==> config.mk <==
export PLATFORM = sky130hd
export DESIGN_NAME = tri_logic_pipe_flat
export DESIGN_NICKNAME = d
export VERILOG_FILES = /design/src/rtl/tri_logic_pipe_if.sv /design/src/rtl/tri_logic_pipe.sv /design/src/flat_wrapper.sv
export SDC_FILE = /design/constraint.sdc
export NUM_CORES = 1
export LEC_CHECK = 0
export CORE_AREA = 2 2 39 41
export CTS_CLUSTER_DIAMETER = 30
export CTS_CLUSTER_SIZE = 14
export DETAILED_ROUTE_END_ITERATION = 10
export DIE_AREA = 0 0 41 43
export DONT_BUFFER_PORTS = 1
export HOLD_SLACK_MARGIN = 0.03
export PLACE_DENSITY = 0.47
export SLEW_MARGIN = 30
export SYNTH_ARGS = -nofsm -noshare
export SYNTH_HDL_FRONTEND = slang
export SYNTH_SLANG_ARGS = --single-unit
export TNS_END_PERCENT = 100
==> constraint.sdc <==
create_clock -name nclk -period 2.3 [get_ports nclk]
set_input_delay 0.345 -clock nclk [delete_from_list [all_inputs] [get_ports nclk]]
set_output_delay 0.345 -clock nclk [all_outputs]
set_load 0.01 [all_outputs]
==> src/rtl/tri_logic_pipe_if.sv <==
// Handshake bundle for tri_logic_pipe: operand-set input channel, result output
// channel and the delivered-result counter.
interface tri_logic_pipe_if #(
    parameter int WIDTH = 1,
    parameter int NIN   = 3
);
    logic                   in_vld;
    logic                   in_rdy;
    logic [0:NIN*WIDTH-1]   din;
    logic [0:NIN-1]         mask;
    logic                   out_vld;
    logic                   out_rdy;
    logic [0:WIDTH-1]       y;
    logic [7:0]             res_cnt;

    modport master (
        output in_vld, din, mask, out_rdy,
        input  in_rdy, out_vld, y, res_cnt
    );

    modport slave (
        input  in_vld, din, mask, out_rdy,
        output in_rdy, out_vld, y, res_cnt
    );
endinterface

==> src/rtl/tri_logic_pipe.sv <==
// Masked bitwise N-input logic reduction (NAND/AND/NOR/OR/XOR/XNOR) feeding an
// elastic valid/ready register pipeline of STAGES stages.
module tri_logic_pipe #(
    parameter int WIDTH  = 1,
    parameter int NIN    = 3,
    parameter int OP     = 0,
    parameter int STAGES = 1
) (
    input  logic         nclk,
    input  logic         rst,
    tri_logic_pipe_if.slave bus
);

    localparam bit IS_AND = (OP == 0) || (OP == 1);
    localparam bit IS_OR  = (OP == 2) || (OP == 3);
    localparam bit INVERT = (OP == 0) || (OP == 2) || (OP == 5);
    // A masked-off operand is replaced by the identity of the base operator.
    localparam logic [0:WIDTH-1] IDENT = {WIDTH{IS_AND}};

    logic [0:WIDTH-1] comb_y;
    logic [STAGES-1:0] v;
    logic [0:WIDTH-1] data [STAGES];
    logic [STAGES-1:0] stage_rdy;
    logic [STAGES-1:0] src_vld;
    logic [0:WIDTH-1] src_dat [STAGES];
    logic [7:0] res_cnt_q;

    // NOTE: every variable gets a default before any conditional use, so no latch is inferred.
    always_comb begin
        logic [0:WIDTH-1] red;
        logic [0:WIDTH-1] opnd;
        red  = IDENT;
        opnd = IDENT;
        for (int k = 0; k < NIN; k++) begin
            opnd = bus.mask[k] ? bus.din[k*WIDTH +: WIDTH] : IDENT;
            if (IS_AND)     red = red & opnd;
            else if (IS_OR) red = red | opnd;
            else            red = red ^ opnd;
        end
        comb_y = INVERT ? ~red : red;
    end

    // A stage may load when any stage from it to the output is empty, or the
    // output pops: the whole full tail then shifts together with no bubble.
    always_comb begin
        logic tail_full;
        tail_full = 1'b1;
        stage_rdy = '0;
        for (int s = STAGES - 1; s >= 0; s--) begin
            tail_full    = tail_full & v[s];
            stage_rdy[s] = bus.out_rdy | ~tail_full;
        end
    end

    always_comb begin
        src_vld    = '0;
        src_vld[0] = bus.in_vld;
        src_dat[0] = comb_y;
        for (int s = 1; s < STAGES; s++) begin
            src_vld[s] = v[s-1];
            src_dat[s] = data[s-1];
        end
    end

    // NOTE: the data registers are reset too, so y reads 0 during reset instead of stale contents.
    always_ff @(posedge nclk or posedge rst) begin
        if (rst) begin
            v <= '0;
            for (int s = 0; s < STAGES; s++) data[s] <= '0;
        end else begin
            for (int s = 0; s < STAGES; s++) begin
                if (stage_rdy[s]) begin
                    v[s] <= src_vld[s];
                    if (src_vld[s]) data[s] <= src_dat[s];
                end
            end
        end
    end

    always_ff @(posedge nclk or posedge rst) begin
        if (rst)                           res_cnt_q <= 8'd0;
        else if (v[STAGES-1] && bus.out_rdy) res_cnt_q <= res_cnt_q + 8'd1;
    end

    assign bus.in_rdy  = stage_rdy[0];
    assign bus.out_vld = v[STAGES-1];
    assign bus.y       = data[STAGES-1];
    assign bus.res_cnt = res_cnt_q;

endmodule

==> src/flat_wrapper.sv <==
// flat-port wrapper written by rule: the top's interface ports become plain ports
module tri_logic_pipe_flat 
#(
    parameter int WIDTH  = 1,
    parameter int NIN    = 3,
    parameter int OP     = 0,
    parameter int STAGES = 1
)
  (nclk, rst, bus_in_vld, bus_din, bus_mask, bus_out_rdy, bus_in_rdy, bus_out_vld, bus_y, bus_res_cnt);
  tri_logic_pipe_if #(.WIDTH(WIDTH), .NIN(NIN)) bus_i ();
  input  logic nclk;
  input  logic rst;
  input wire logic [$bits(bus_i.in_vld)-1:0] bus_in_vld;
  input wire logic [$bits(bus_i.din)-1:0] bus_din;
  input wire logic [$bits(bus_i.mask)-1:0] bus_mask;
  input wire logic [$bits(bus_i.out_rdy)-1:0] bus_out_rdy;
  output wire logic [$bits(bus_i.in_rdy)-1:0] bus_in_rdy;
  output wire logic [$bits(bus_i.out_vld)-1:0] bus_out_vld;
  output wire logic [$bits(bus_i.y)-1:0] bus_y;
  output wire logic [$bits(bus_i.res_cnt)-1:0] bus_res_cnt;
  assign bus_i.in_vld = bus_in_vld;
  assign bus_i.din = bus_din;
  assign bus_i.mask = bus_mask;
  assign bus_i.out_rdy = bus_out_rdy;
  assign bus_in_rdy = bus_i.in_rdy;
  assign bus_out_vld = bus_i.out_vld;
  assign bus_y = bus_i.y;
  assign bus_res_cnt = bus_i.res_cnt;
  tri_logic_pipe #(.WIDTH(WIDTH), .NIN(NIN), .OP(OP), .STAGES(STAGES)) u_core (.nclk(nclk), .rst(rst), .bus(bus_i));
endmodule
==> results.md <==
* Cell family with most CP delay: flip-flops
* Worst Hold Launch: bus_in_vld
* GR peak layer: met2
* Overall Global Routing Usage at about 12%
* Met2 Resource Use GR at a little under 20%
* Most common cell after layout, fill and taps aside: dfrtp_1
* Kind of critical path: reg2out
* First-pass DRT Iterations at 4
* Dominant cell type by area after synthesis: dfrtp_1
* Final antenna-violating net count at 0
* Synth cell types at 20
* # port buffers at 0
* Drt total wl at roughly 860 µm
* H-tree depth at 1
* Root Driver: clkbuf_4
* Hold EP: u_core.bus.y
* Die area at approximately 1800 µm²
* DR vias/cell at approximately 5
* Area grow syn2layout at 11.8%
* Slew Viols, Final at 0
* HPWL Detailed at between 600 and 700 µm
* Worst slack, placed at ~1100 ps
* Synth top area share at 53.8%
* Final min period at between 1000 and 1500 ps
* Hold Crit Class: in2reg
* Outcome: completed
* Vias in the first global route at between 300 and 400
* Antenna cells at 0
* Period utilization at 61.2%
* Final setup margin at a little under 900 ps
* Critical path cell sequence: or2b_2
* Power per cell area at 1140 nW/µm²
* Crit path DAT at approximately 1100 ps
* Io pins at 21
* Worst Skew at 4.93 ps
* Post-CTS Resized at 0
* Die height at around 43 µm
* CP max stage delay at around 430 ps
* Fillers at 149
* Cts bufs inserted at 3
* CP Launch Type: flip-flop
* Fmax at approximately 710 MHz
* Core area at roughly 1400 µm²
* Global Route met3 Usage at 4.19%
* Site Rows at 14
* Crit path buf inv count at 0
* Reg2Reg Launch Point: u_core.bus.res_cnt[0]
* Critical path required time at roughly 2000 ps
* CP Capture Type: output pin
* First-pass GRT wire length at ~1400 µm
* Syn Std Cell Area at between 400 and 500 µm²
* Worst IR Drop VDD at approximately 0.47 mV
* Nets at 56
* Final Power at a little under 600 µW
* FF-to-FF setup slack at between 1000 and 1500 ps
* Drt initial violations at 2
* Syn_nets at 51
* WL/cell at 14.3 µm
* Starting density of the core at 33.6%
* Worst slew pin tran at 383 ps
* Reg2reg path depth at 4
* RePlAce Congestion at around 0.6
* RSZ-0062 raised after global routing: no
* Residual DRC at 0
* CP max FO at 4
* GRT overflow at 0
* Bufs on Longest Clock Path at 2
* CTS tree: yes
* Vias post-DR at ~300
* CP max-delay cell: dfrtp_1
* Largest net degree at the start of global routing at 11
* Synth warnings at 0
* Commonest cells after routing, fill and taps aside: dfrtp_1, xor2_1, inv_1
* Dominant cells by area after synthesis: dfrtp_1, xor2_1, xnor2_1
* Worst R2R End: u_core.bus.res_cnt[6]
* Hold Path Depth at 1
* Gate Count Post-Synth at 40
* Final setup TNS at 0 ps
* CTS Sinks at 10
* Die width at ~41 µm
* Pleak at around 0.26 nW
* Hold Violations, Final at 0
* Antenna violations before repair at 0
* Avg Inst Size Synth at 11.6 µm²
* Setup repair bufs after CTS at 0
* #FFs+latches synth at 10
* Max Cap Viol at 0
* Clock Latency Late Sink at ~260 ps
* Slew HR at roughly three quarters
* Met1 Track Usage GR at a little under an eighth
* Worst-path clk slew at 60 ps
* Final setup violation count at 0
* Sequential area share after synthesis at 53.8%
* Share of cells above drive strength 1 at 15.9%
layer usage:
layer	routed length, µm	up-vias
li1	-	140
met1	314	144
met2	451	13
met3	69	4
met4	22	0
met5	0	-
cell usage after synthesis, drive strengths merged:
master	count
a21oi	1
a222oi	1
a31oi	1
and2	1
and3	2
and4	1
buf	1
dfrtp	10
ha	1
inv	4
mux2	1
nand2	3
nand2b	1
nand3	1
nand4	1
nor2	1
nor3	1
or2b	1
xnor2	3
xor2	4
state kept, by name, indices dropped and copies added, names as in the netlist:
register / flops
u_core.bus.out_vld: 1
u_core.bus.res_cnt: 8
u_core.bus.y: 1
power by group:
part	internal [mW]	total [mW]	switching [mW]	leakage [nW]
clock	0.0961	0.156	0.0601	0.0210
combinational	0.0630	0.110	0.0469	0.114
sequential	0.230	0.326	0.0966	0.123
total	0.389	0.592	0.204	0.258
cells by family (layout without fill, tap and decap cells):
family          after synthesis  after routing  synth area share (%)
simple gates                 13             13                  16.9
flops                        10             10                  53.8
xor+xnor                      7              7                  13.2
buf+inv                       5              9                  5.64
compound gates                3              3                  4.57
fa+ha+maj                     1              1                  2.69
mux                           1              1                  3.22
area by class of cell:
class / count / area, µm² / area share [%]
clock buffer: 4 / 36.3 / 6.97
inverter: 4 / 15.0 / 2.88
multi-input combinational: 25 / 189 / 36.3
sequential: 10 / 250 / 48.1
tap: 16 / 20.0 / 3.85
timing repair buffer: 1 / 10.0 / 1.92
repair_timing:
action	in CTS	in global routing
hold buffers	1	0
setup endpoints to repair	0	0
endpoints found under the hold margin	10	0
worst max-delay path by stage:
stage	start	slack [ps]	cells after the start	to
global route	u_core.bus.out_vld	840	1	bus_in_rdy
finish	u_core.bus.out_vld	890	1	bus_in_rdy
detailed placement	u_core.bus.res_cnt[0]	1080	4	u_core.bus.res_cnt[6]
floorplan	u_core.bus.res_cnt[0]	1180	4	u_core.bus.res_cnt[6]
CTS	u_core.bus.out_vld	870	1	bus_in_rdy
global placement	u_core.bus.res_cnt[0]	1110	4	u_core.bus.res_cnt[6]
metrics by stage:
stage	instances	util [%]	hold WS (ps)	cell area, µm²
6_report	60	37.6	177	520
4_1_cts	60	37.6	162	520
2_1_floorplan	40	-	185	465
5_1_grt	60	37.6	157	520
3_5_place_dp	55	34.3	241	474
3_3_place_gp	55	34.3	228	474
(Power assumes the default switching activity.)
